$ cat config.mk
export PLATFORM = sky130hd
export DESIGN_NAME = ins_fetch_flat
export DESIGN_NICKNAME = d
export VERILOG_FILES = /design/src/rtl/cpu_pkg.sv /design/src/rtl/ins_fetch_if.sv /design/src/rtl/ins_fetch_pc.sv /design/src/rtl/ins_fetch.sv /design/src/flat_wrapper.sv
export SDC_FILE = /design/constraint.sdc
export NUM_CORES = 1
export LEC_CHECK = 0
export CAP_MARGIN = 20
export CORE_ASPECT_RATIO = 1.25
export CORE_MARGIN = 5
export CORE_UTILIZATION = 32
export CTS_CLUSTER_DIAMETER = 30
export DETAILED_ROUTE_END_ITERATION = 16
export PLACE_DENSITY = 0.58
export SLEW_MARGIN = 10
export SYNTH_ARGS = -nofsm -noshare
export SYNTH_HDL_FRONTEND = slang
export SYNTH_SLANG_ARGS = --single-unit
$ cat constraint.sdc
create_clock -name clk -period 2.05 [get_ports clk]
set_input_delay 0.5125 -clock clk [delete_from_list [all_inputs] [get_ports clk]]
set_output_delay 0.5125 -clock clk [all_outputs]
set_load 0.01 [all_outputs]
$ cat src/rtl/cpu_pkg.sv
// rtl/cpu_pkg.sv - shared fetch-unit types, length-field encodings and reset PC
package cpu_pkg;

   typedef enum logic [1:0] {
      ST_IDLE  = 2'd0,
      ST_REQ   = 2'd1,
      ST_EXT   = 2'd2,
      ST_ISSUE = 2'd3
   } fetch_state_e;

   localparam int LEN_MSB = 13;
   localparam int LEN_LSB = 12;

   localparam logic [1:0] LEN_1W  = 2'b00;
   localparam logic [1:0] LEN_2W  = 2'b01;
   localparam logic [1:0] LEN_3W  = 2'b10;
   localparam logic [1:0] LEN_BAD = 2'b11;

   localparam logic [15:0] RESET_PC = 16'h0000;

   // Extension words that follow the first word; an illegal length fetches nothing more.
   function automatic logic [1:0] ext_words(input logic [1:0] len);
      logic [1:0] n;
      case (len)
         LEN_1W:  n = 2'd0;
         LEN_2W:  n = 2'd1;
         LEN_3W:  n = 2'd2;
         default: n = 2'd0;
      endcase
      return n;
   endfunction

endpackage

$ cat src/rtl/ins_fetch_if.sv
// rtl/ins_fetch_if.sv - ROM read port and decoder issue port of the fetch unit
interface ins_fetch_if;

   logic        rom_req;
   logic [15:0] rom_addr;
   logic        rom_ack;
   logic [15:0] rom_data;

   logic [15:0] Ins_addr;
   logic [15:0] Ins_ext0;
   logic [15:0] Ins_ext1;
   logic        Ins_load;
   logic        ins_illegal;
   logic        dec_ready;

   modport master (
      output rom_req, rom_addr,
      input  rom_ack, rom_data,
      output Ins_addr, Ins_ext0, Ins_ext1, Ins_load, ins_illegal,
      input  dec_ready
   );

   modport slave (
      input  rom_req, rom_addr,
      output rom_ack, rom_data,
      input  Ins_addr, Ins_ext0, Ins_ext1, Ins_load, ins_illegal,
      output dec_ready
   );

endinterface

$ cat src/rtl/ins_fetch_pc.sv
// rtl/ins_fetch_pc.sv - program counter with redirect priority and silent 16-bit wrap
module ins_fetch_pc
   import cpu_pkg::*;
(
   input  logic        clk,
   input  logic        rst_n,
   input  logic        load,
   input  logic [15:0] load_val,
   input  logic        inc,
   output logic [15:0] pc
);

   always_ff @(posedge clk or negedge rst_n) begin
      if (!rst_n) begin
         pc <= RESET_PC;
      end else if (load) begin
         pc <= load_val;
      end else if (inc) begin
         pc <= pc + 16'd1;
      end
   end

endmodule

$ cat src/rtl/ins_fetch.sv
// rtl/ins_fetch.sv - multi-word instruction fetch FSM feeding the decoder
module ins_fetch
   import cpu_pkg::*;
(
   input  logic        clk,
   input  logic        rst_n,
   input  logic        fetch_en,
   input  logic        pc_load,
   input  logic [15:0] pc_load_val,
   output logic [15:0] pc,
   ins_fetch_if.master bus
);

   localparam logic [1:0] IDLE  = ST_IDLE;
   localparam logic [1:0] REQ   = ST_REQ;
   localparam logic [1:0] EXT   = ST_EXT;
   localparam logic [1:0] ISSUE = ST_ISSUE;

   logic [1:0]  state;
   logic [1:0]  state_nxt;
   logic [1:0]  words_left;
   logic        ext_sel;
   logic        fetching;
   logic        take;
   logic [1:0]  len_field;
   logic [15:0] ins_addr_q;
   logic [15:0] ins_ext0_q;
   logic [15:0] ins_ext1_q;
   logic        ins_illegal_q;

   assign fetching  = (state == REQ) || (state == EXT);
   // A redirect in the same cycle as an ack wins; the returned word is dropped.
   assign take      = fetching && bus.rom_ack && !pc_load;
   assign len_field = bus.rom_data[LEN_MSB:LEN_LSB];

   assign bus.rom_req     = fetching;
   assign bus.rom_addr    = fetching ? pc : 16'h0000;
   assign bus.Ins_load    = (state == ISSUE);
   assign bus.Ins_addr    = ins_addr_q;
   assign bus.Ins_ext0    = ins_ext0_q;
   assign bus.Ins_ext1    = ins_ext1_q;
   assign bus.ins_illegal = ins_illegal_q;

   ins_fetch_pc u_pc (
      .clk      (clk),
      .rst_n    (rst_n),
      .load     (pc_load),
      .load_val (pc_load_val),
      .inc      (take),
      .pc       (pc)
   );

   always_comb begin
      state_nxt = state;
      if (pc_load) begin
         state_nxt = fetch_en ? REQ : IDLE;
      end else begin
         case (state)
            IDLE: begin
               if (fetch_en) state_nxt = REQ;
            end
            REQ: begin
               if (bus.rom_ack) begin
                  state_nxt = (ext_words(len_field) != 2'd0) ? EXT : ISSUE;
               end
            end
            EXT: begin
               if (bus.rom_ack && (words_left == 2'd1)) state_nxt = ISSUE;
            end
            ISSUE: begin
               if (bus.dec_ready) state_nxt = fetch_en ? REQ : IDLE;
            end
            default: state_nxt = IDLE;
         endcase
      end
   end

   always_ff @(posedge clk or negedge rst_n) begin
      if (!rst_n) begin
         state         <= IDLE;
         words_left    <= 2'd0;
         ext_sel       <= 1'b0;
         ins_addr_q    <= 16'h0000;
         ins_ext0_q    <= 16'h0000;
         ins_ext1_q    <= 16'h0000;
         ins_illegal_q <= 1'b0;
      end else begin
         state <= state_nxt;
         if (take && (state == REQ)) begin
            // New instruction: stale extension words from the previous one must not leak.
            ins_addr_q    <= bus.rom_data;
            ins_ext0_q    <= 16'h0000;
            ins_ext1_q    <= 16'h0000;
            ins_illegal_q <= (len_field == LEN_BAD);
            words_left    <= ext_words(len_field);
            ext_sel       <= 1'b0;
         end else if (take && (state == EXT)) begin
            if (!ext_sel) begin
               ins_ext0_q <= bus.rom_data;
            end else begin
               ins_ext1_q <= bus.rom_data;
            end
            ext_sel    <= 1'b1;
            words_left <= words_left - 2'd1;
         end
      end
   end

endmodule

$ cat src/flat_wrapper.sv
// flat-port wrapper written by rule: the top's interface ports become plain ports
module ins_fetch_flat import cpu_pkg::*;
  (clk, rst_n, fetch_en, pc_load, pc_load_val, pc, bus_rom_req, bus_rom_addr, bus_rom_ack, bus_rom_data, bus_Ins_addr, bus_Ins_ext0, bus_Ins_ext1, bus_Ins_load, bus_ins_illegal, bus_dec_ready);
  ins_fetch_if bus_i ();
  input  logic clk;
  input  logic rst_n;
  input  logic fetch_en;
  input  logic pc_load;
  input  logic [15:0] pc_load_val;
  output logic [15:0] pc;
  output wire logic [$bits(bus_i.rom_req)-1:0] bus_rom_req;
  output wire logic [$bits(bus_i.rom_addr)-1:0] bus_rom_addr;
  input wire logic [$bits(bus_i.rom_ack)-1:0] bus_rom_ack;
  input wire logic [$bits(bus_i.rom_data)-1:0] bus_rom_data;
  output wire logic [$bits(bus_i.Ins_addr)-1:0] bus_Ins_addr;
  output wire logic [$bits(bus_i.Ins_ext0)-1:0] bus_Ins_ext0;
  output wire logic [$bits(bus_i.Ins_ext1)-1:0] bus_Ins_ext1;
  output wire logic [$bits(bus_i.Ins_load)-1:0] bus_Ins_load;
  output wire logic [$bits(bus_i.ins_illegal)-1:0] bus_ins_illegal;
  input wire logic [$bits(bus_i.dec_ready)-1:0] bus_dec_ready;
  assign bus_rom_req = bus_i.rom_req;
  assign bus_rom_addr = bus_i.rom_addr;
  assign bus_i.rom_ack = bus_rom_ack;
  assign bus_i.rom_data = bus_rom_data;
  assign bus_Ins_addr = bus_i.Ins_addr;
  assign bus_Ins_ext0 = bus_i.Ins_ext0;
  assign bus_Ins_ext1 = bus_i.Ins_ext1;
  assign bus_Ins_load = bus_i.Ins_load;
  assign bus_ins_illegal = bus_i.ins_illegal;
  assign bus_i.dec_ready = bus_dec_ready;
  ins_fetch u_core (.clk(clk), .rst_n(rst_n), .fetch_en(fetch_en), .pc_load(pc_load), .pc_load_val(pc_load_val), .pc(pc), .bus(bus_i));
endmodule
## After elaboration in Yosys (flattened, before gate mapping)

Cells that the tools add are included.

| storage, ports and cells | value |
|---|---|
| bits in registers | 70 |
| input bits | 38 |
| word-level logic and storage cells | 62 |

| operators by class | value |
|---|---|
| add/sub/neg operators | 2 |
| equality and inequality tests | 12 |
| multiplexer cells | 25 |
| reductions and logical operators | 15 |

Operators with widths:

| operator | number |
|---|---|
| 16-bit two-way mux | 9 |
| 2-bit two-way mux | 10 |
| 16-bit by 1-bit adder with 16-bit output (second input constant) | 1 |
| 3-bit != test (second input constant) | 3 |
| 2-bit == test (second input constant) | 4 |
| 2-bit case mux with 4 select lines | 1 |
| 2-bit nonzero test | 4 |
| 2-bit by 1-bit == test with 1-bit output (second input constant) | 3 |
| 1-bit logical AND | 5 |
| 1-bit two-way mux | 4 |
| 2-bit case mux with 2 select lines | 1 |
| 2-bit AND reduction | 2 |
| 4-bit AND reduction | 1 |
| 3-bit by 2-bit != test with 1-bit output (second input constant) | 1 |
| 2-bit zero test | 1 |
| 2-bit != test (second input constant) | 1 |
| 2-bit by 1-bit subtractor with 2-bit output (second input constant) | 1 |
| 1-bit zero test | 1 |
| 1-bit logical OR | 1 |

## Logic depth before layout (Yosys ltp)

Gate-level depths: netlist (run 1).

| depth | value |
|---|---|
| depth in word-level cells | 10 |
| mapped depth | 8 |
| depth with buffers taken out | 6 |

## Cells and area by module

Synthesis (run 1) repeated with hierarchy kept, for this count alone.

| unflattened totals | value |
|---|---|
| cells, all modules | 274 |
| area, all modules | 3338.2 µm² |

Modules (own cells, without submodules):

| module | instances | cells each | area each (µm²) | sequential area each (µm²) |
|---|---|---|---|---|
| ins_fetch | 1 | 175 | 2394.8 | 1351.3 |
| ins_fetch_pc | 1 | 99 | 943.4 | 400.4 |

## Least setup slack after synthesis (run 1)

OpenSTA, ideal clock, no wires.

| timing path | value |
|---|---|
| kind | reg-to-output |
| start | register u_core.state[0] |
| end | output port bus_rom_addr[15] |
| arrival | 1.395 ns |
| path slack | 0.143 ns |
| cell stages (with the launch flop) | 6 |
| buffers on the path | 2 |
| cell sequence | dfrtp_1 > inv_1 > ha_1 > clkbuf_2 > clkbuf_1 > and2_1 |

| between the ends | value |
|---|---|
| word-level cells in the longest chain between the ends | 3 |

Ends and longest elaborated chain:

| element | line | text |
|---|---|---|
| from (decl) | ins_fetch.sv:19 | `logic [1:0] state;` |
| from (signal assigned) | ins_fetch.sv:88 | `state <= state_nxt;` |
| 2-bit by 1-bit == test with 1-bit output / 2-bit == test (equally long branches) | ins_fetch.sv:31 | `assign fetching = (state == REQ) \|\| (state == EXT);` |
| 1-bit logical OR (*) | ins_fetch.sv:31 |  |
| named net bus_rom_req | flat_wrapper.sv:11 | `output wire logic [$bits(bus_i.rom_req)-1:0] bus_rom_req;` |
| 16-bit two-way mux (*) | ins_fetch.sv:37 | `assign bus.rom_addr = fetching ? pc : 16'h0000;` |
| to (decl) | flat_wrapper.sv:12 | `output wire logic [$bits(bus_i.rom_addr)-1:0] bus_rom_addr;` |

Mark *: on every way through the listed nets, which the timed path passes. The rest lies on a longest branch.

## Worst setup path in the final report (run 1)

| timing path | value |
|---|---|
| start | register u_core.state[0] |
| end | output port bus_rom_addr[0] |

| between the ends | value |
|---|---|
| word-level cells in the longest chain between the ends | 3 |

Ends and longest elaborated chain:

| element | line |
|---|---|
| 2-bit by 1-bit == test with 1-bit output / 2-bit == test (equally long branches) | ins_fetch.sv:31 |
| 1-bit logical OR (*) | ins_fetch.sv:31 |
| 16-bit two-way mux (*) | ins_fetch.sv:37 |

Every way passes the cells marked *; elsewhere a longest branch is shown, timed or not.

==> metrics, run 1 <==
endpoint class of the critical path=output pin; share of the synthesized area in compound gates (AO/OA/AOI/OAI)=0.147; routability-driven placement congestion ratio=approximately 0.76; layout cell share with drive strength beyond 1=0.192; Total Neg Setup Slack=0 ns; first-pass detailed-route iteration total=4; final worst-path cycle share=0.954; met3 wire len=686 microns; I/O Pins=121; endpoints failing setup=0; worst relative slew slack=0.729; detailed-route via count=approximately 2800; Initial Util=0.324; area share of fa/ha/maj cells after synthesis=0.0386; max-slew violation total from the final report=0; synth-to-layout area growth=55.1%; Row Count=slightly above 40; simple-gate share of the synthesized area=0.147; met2 wire length=between 4000 and 5000 microns; Total Power Consumption=6.15 mW; run status=finished, final reports clean; CTS tree=done; pin count of the biggest net entering global routing=71; clock buffer count from CTS=9; grt ovf=0; commonest non-fill, non-tap cell in the layout=sky130_fd_sc_hd__clkdlybuf4s50_1; portion of the post-synthesis area used by sequential elements=0.540; Static Leak=2.26 nW; DRC violation count after routing=0; die height=123 microns; number of buffers inserted to repair setup after CTS=0; Yosys reg bits=70; synthesized-area fraction occupied by xor and xnor cells=0.0324; Worst Path Class, Setup=reg2out; Core ar.=10000 sq um; setup repair after global routing missed its margin=false; metal1 wirelength=between 4000 and 5000 microns; share of synthesized registers carrying an async set or reset=1.00; Bufs on Longest Clock Path=2; floorplan die area=12300 sq um; Sequential Area=1750 sq um; vias in the first global route=slightly below 3000; IO Port Bufs=120; Die Span X=around 100 microns; endpoints failing hold=0; Total Nets Final=476; CTS clk-pin slew, worst paths=roughly 0.060 ns; post-synthesis cell type count=37; type of the most critical hold path=in2async; worst vdd rail ir drop=~0.0005 V; number of DRC markers in iteration 0=86; worst-skew pair later-pin latency=roughly 0.33 ns; critical path arrival=1.44 ns; Synthesis Warnings=0; Wirelength per Cell=16.3 microns; Clock Skews=0.0117 ns; synthesized netlist net count=334; antenna-violating nets left=0; uppermost layer routed=met4; hold buffer count at cts=0; primary flip-flop cell chosen by synthesis mapping=sky130_fd_sc_hd__dfrtp_1; Post-Syn Instances=286; clock tree root buffer cell=sky130_fd_sc_hd__clkbuf_16; type of element launching the critical path=flip-flop; H-tree level count=3; fillcell total=942; CP Data Required Time=1.54 ns; area taken by multi-input logic gates=1400 sq um; final critical-path required period=between 1.5 and 2 ns; Least-Margin Pin Slew=about 0.41 ns; Clock Sinks=70; largest family of logic cells by synthesized area=compound AO/OA/AOI/OAI gates; All-Layer GR Usage=0.156; mean number of vias per cell=4.91; drt total wl=~9000 microns; Antenna Cells=0; cell area after synthesis=3240 sq um; Post-DP HPWL=6760 microns; total power per unit cell area=1220 nW/um^2; commonest non-fill, non-tap cells in the layout=sky130_fd_sc_hd__clkdlybuf4s50_1 (101), sky130_fd_sc_hd__dfrtp_1 (70), sky130_fd_sc_hd__a22o_1 (32); per-instance average area after synthesis=11.3 sq um; number of synthesized flops with an enable pin=0; number of antenna violations at the first check in global routing=0; maximum capacitance violations=0; global-route wire length before repair=15200 microns; Achievable Freq=approximately 0.51 GHz; maximum fanout encountered on the critical timing path=23; share of cell area taken by muxes after synthesis=0.0613
what timing repair did:
action / CTS / global route
endpoints found under the setup margin: 18 / 2
resized for setup: 66 / 2
endpoints found under the hold margin: 0 / 0
gates cloned: 0 / 0
synthesized netlist by cell type (2+ instances only):
cell	number	area share
sky130_fd_sc_hd__nand3_1	6	0.0093
sky130_fd_sc_hd__dfrtp_1	70	0.54
sky130_fd_sc_hd__mux2i_1	3	0.0093
sky130_fd_sc_hd__a21o_1	2	0.0046
sky130_fd_sc_hd__buf_2	5	0.0077
sky130_fd_sc_hd__inv_1	9	0.010
sky130_fd_sc_hd__clkbuf_1	7	0.0081
sky130_fd_sc_hd__nor2_1	9	0.010
sky130_fd_sc_hd__nor4_1	5	0.0096
sky130_fd_sc_hd__mux2_2	15	0.052
sky130_fd_sc_hd__and2_1	18	0.035
sky130_fd_sc_hd__a31oi_1	2	0.0039
sky130_fd_sc_hd__nor2b_1	5	0.0096
sky130_fd_sc_hd__xor2_1	5	0.013
sky130_fd_sc_hd__xnor2_1	7	0.019
sky130_fd_sc_hd__nand2_1	26	0.030
sky130_fd_sc_hd__ha_1	10	0.039
sky130_fd_sc_hd__o22ai_1	3	0.0058
sky130_fd_sc_hd__a22oi_1	3	0.0069
sky130_fd_sc_hd__a21oi_1	4	0.0062
sky130_fd_sc_hd__nor3_1	2	0.0031
sky130_fd_sc_hd__nand4_1	6	0.012
sky130_fd_sc_hd__o21ai_0	17	0.026
sky130_fd_sc_hd__and4_1	2	0.0054
sky130_fd_sc_hd__a22o_1	32	0.086
sky130_fd_sc_hd__or2_2	2	0.0039
cells by family (layout without fill, tap and decap cells):
family | count (synthesis) | count (layout)
buf+inv | 24 | 171
flops | 70 | 70
mux | 18 | 18
simple gates | 86 | 86
compound gates | 66 | 66
fa+ha+maj | 10 | 10
xor+xnor | 12 | 12
metrics by stage:
step | cells | utilization | hold WS [ns] | worst slack (ns) | area, sq um
after floorplan | 286 | - | 0.217 | 0.143 | 3240
after global placement | 546 | 0.477 | 0.475 | -0.0343 | 4770
after detailed placement | 546 | 0.477 | 0.474 | -0.0698 | 4770
after CTS | 562 | 0.504 | 0.216 | 0.00151 | 5040
after global routing | 562 | 0.503 | 0.239 | 0.0119 | 5030
final | 562 | 0.503 | 0.199 | 0.0953 | 5030
worst max-delay path, cell delays in order (launching register included):
cell                      delay (ns)
sky130_fd_sc_hd__dfrtp_1        0.39
sky130_fd_sc_hd__inv_2          0.08
sky130_fd_sc_hd__ha_4           0.20
sky130_fd_sc_hd__buf_12         0.15
sky130_fd_sc_hd__and2_1         0.16
sky130_fd_sc_hd__buf_2          0.13
state kept, by name (all words and copies together), names as in the netlist:
register / cells
u_core.bus.ins_illegal: 1
u_core.bus.Ins_ext1: 16
u_core.words_left: 2
u_core.bus.Ins_addr: 16
u_core.ext_sel: 1
u_core.state: 2
u_core.bus.Ins_ext0: 16
u_core.u_pc.pc: 16
worst paths after layout:
path,from,end,slack [ns],cells after the start
max reg2reg,u_core.state[1]$_DFFE_PN0P_,u_core.bus.Ins_addr[11]$_DFFE_PN0P_,0.12,7
min in group clk,u_core.bus.Ins_addr[13]$_DFFE_PN0P_,u_core.bus.Ins_addr[13]$_DFFE_PN0P_,0.48,2
min,rst_n,u_core.bus.Ins_ext0[6]$_DFFE_PN0P_,0.20,2
max in group asynchronous,rst_n,u_core.bus.Ins_ext1[11]$_DFFE_PN0P_,1.54,2
min reg2reg,u_core.bus.Ins_addr[13]$_DFFE_PN0P_,u_core.bus.Ins_addr[13]$_DFFE_PN0P_,0.48,2
max,u_core.state[0]$_DFFE_PN0P_,bus_rom_addr[0],0.1,5
metal layers:
layer | vias up | global-route usage
li1 | 1310 | -
met1 | 1339 | 0.196
met2 | 103 | 0.261
met3 | 8 | 0.0438
met4 | 0 | 0.0455
met5 | - | 0
report_power, final:
part / switching, mW / leakage, nW / internal [mW]
Combinational: 1.03 / 1.19 / 1.38
Clock: 0.623 / 0.159 / 1.08
Sequential: 0.275 / 0.909 / 1.76
cell type report:
type	count	share of cell area
tap	129	0.0321
sequential	70	0.348
clock buffer	9	0.0448
clock inverter	7	0.0209
timing repair buffer	146	0.270
inverter	9	0.00671
multi-input combinational	192	0.277
Note: power is estimated with default switching activity, not from simulation.
==> run 2: changes to the inputs <==
- CORE_MARGIN: 5 -> not set
- GPL_TIMING_DRIVEN: not set -> 0
==> metrics, run 2 (synthesis gave the netlist of run 1 again) <==
run status=finished with violations (was finished, final reports clean); violations in the final reports=setup timing; detailed-route via count=2772 (was 2760); DRC violation count after routing=0 (unchanged); CP peak stage delay=0.39 ns (about the same); Buf+Inv Stages, Crit Path=4 (was 3); CTS tree=done (unchanged); worst relative slew slack=0.661 (was 0.729); final critical-path required period=2.07 ns (was 1.95 ns); grt ovf=0 (unchanged); Total Neg Setup Slack=-0.136 ns (was 0 ns); layout cell share with drive strength beyond 1=0.215 (was 0.192); Worst Path Class, Setup=reg2out (unchanged); die height=115 microns (was 123 microns); crit-path cells=inv_2 > ha_4 > buf_8 > buf_4 > and2_4 > buf_6 (was inv_2 > ha_4 > buf_12 > and2_1 > buf_2); global-route wire length before repair=15200 microns (about the same); Initial Util=0.334 (was 0.324); commonest non-fill, non-tap cell in the layout=sky130_fd_sc_hd__clkdlybuf4s50_1 (unchanged); maximum capacitance violations=0 (unchanged); CTS clk-pin slew, worst paths=0.06 ns (about the same); fillcell total=893 (was 942); critical path arrival=1.56 ns (was 1.44 ns); max-slew violation total from the final report=0 (unchanged); H-tree level count=3 (unchanged); vias in the first global route=2965 (was 2959); Bufs on Longest Clock Path=2 (unchanged); Core ar.=9710 sq um (was 10000 sq um); pin count of the biggest net entering global routing=45 (was 71); Die Span X=92.1 microns (was 100 microns); drt total wl=9070 microns (was 9150 microns); number of antenna violations at the first check in global routing=0 (unchanged); Post-DP HPWL=6430 microns (was 6760 microns); cell family contributing the most delay on the critical path=buffers and inverters (was flip-flops); worst-skew pair later-pin latency=0.33 ns (about the same); synth-to-layout area growth=57.6% (was 55.1%); floorplan die area=10500 sq um (was 12300 sq um); antenna-violating nets left=0 (unchanged); maximum fanout encountered on the critical timing path=6 (was 23); Clock Skews=0.00208 ns (was 0.0117 ns); Wirelength per Cell=16.3 microns (about the same); standard cell with the maximum stage delay on the critical path=sky130_fd_sc_hd__dfrtp_1 (unchanged); mean number of vias per cell=4.97 (was 4.91); Achievable Freq=0.482 GHz (was 0.512 GHz); commonest non-fill, non-tap cells in the layout=sky130_fd_sc_hd__clkdlybuf4s50_1 (100), sky130_fd_sc_hd__dfrtp_1 (70), sky130_fd_sc_hd__a22o_1 (32) (was sky130_fd_sc_hd__clkdlybuf4s50_1 (101), sky130_fd_sc_hd__dfrtp_1 (70), sky130_fd_sc_hd__a22o_1 (32)); CP Data Required Time=1.54 ns (about the same); routability-driven placement congestion ratio=0.866 (was 0.757); fin worst setup slack=-0.0244 ns (was 0.0953 ns); clock buffer count from CTS=9 (unchanged); clock tree root buffer cell=sky130_fd_sc_hd__clkbuf_16 (unchanged); setup repair after global routing missed its margin=true (was false); Clock Sinks=70 (unchanged); total power per unit cell area=1260 nW/um^2 (was 1220 nW/um^2); endpoints failing hold=0 (unchanged); worst vdd rail ir drop=0.000615 V (was 0.000512 V); IO Port Bufs=120 (unchanged); All-Layer GR Usage=0.189 (was 0.156); type of the most critical hold path=in2async (unchanged); Place WS=-0.602 ns (was -0.0698 ns); Static Leak=2.26 nW (about the same); Total Nets Final=475 (was 476); Row Count=40 (was 41); Antenna Cells=0 (unchanged); endpoints failing setup=8 (was 0); first-pass detailed-route iteration total=4 (unchanged); number of DRC markers in iteration 0=125 (was 86); final hold slack=0.0964 ns (was 0.199 ns); Least-Margin Pin Slew=0.508 ns (was 0.407 ns); type of element launching the critical path=flip-flop (unchanged); final worst-path cycle share=1.01 (was 0.954); Total Power Consumption=6.43 mW (was 6.15 mW); I/O Pins=121 (unchanged); endpoint class of the critical path=output pin (unchanged)
## run 2: per-stage QoR
stage / utilization / instance area (sq um) / std cells
CTS: 0.516 / 5010 / 557
finish: 0.527 / 5110 / 558
global route: 0.527 / 5110 / 558
floorplan: - / 3240 / 286
global placement: 0.474 / 4600 / 532
detailed placement: 0.477 / 4630 / 533
## run 2: final timing paths
| kind | from | slack, ns | cells past startpoint | to |
|---|---|---|---|---|
| max in group asynchronous | rst_n | 1.41 | 2 | u_core.bus.Ins_addr[6]$_DFFE_PN0P_ |
| setup / recovery | u_core.state[0]$_DFFE_PN0P_ | -0.02 | 6 | bus_rom_addr[4] |
| min in group clk | u_core.bus.Ins_addr[13]$_DFFE_PN0P_ | 0.49 | 2 | u_core.bus.Ins_addr[13]$_DFFE_PN0P_ |
| setup reg to reg | u_core.state[0]$_DFFE_PN0P_ | 0.07 | 5 | u_core.u_pc.pc[13]$_DFFE_PN0P_ |
| hold reg to reg | u_core.bus.Ins_addr[13]$_DFFE_PN0P_ | 0.49 | 2 | u_core.bus.Ins_addr[13]$_DFFE_PN0P_ |
| hold / removal | rst_n | 0.1 | 1 | u_core.bus.Ins_ext0[9]$_DFFE_PN0P_ |
## run 2: area by class of cell
type                    instances  area (sq um)  area share
flip-flops and latches         70          1750       0.343
clock inverters                 2          37.5     0.00734
multi-input cells             192          1460       0.285
clock buffers                  14           284      0.0555
repair buffers                130          1290       0.252
plain buffers                  15           101      0.0198
inverters                       9          33.8     0.00661
well taps                     126           158      0.0308
## run 2: per-layer routing
layer,up-vias,global-route usage,wire length [microns]
met5,-,0,0
met4,0,0.0896,196
met3,14,0.0538,642
met2,122,0.309,4350
met1,1336,0.229,3880
li1,1300,-,-
## run 2: report_power, final
part / total (mW) / leakage (nW) / internal, mW / switching, mW
Clock: 1.64 / 0.155 / 1.07 / 0.569
Combinational: 2.76 / 1.20 / 1.63 / 1.13
Sequential: 2.03 / 0.909 / 1.76 / 0.267
## run 2: timing repair
item	4_1_cts	5_1_grt
gates cloned	2	0
pin swaps	4	1
setup endpoints to repair	42	25
setup buffers	6	1
hold buffers	0	0
gates resized for setup	80	34
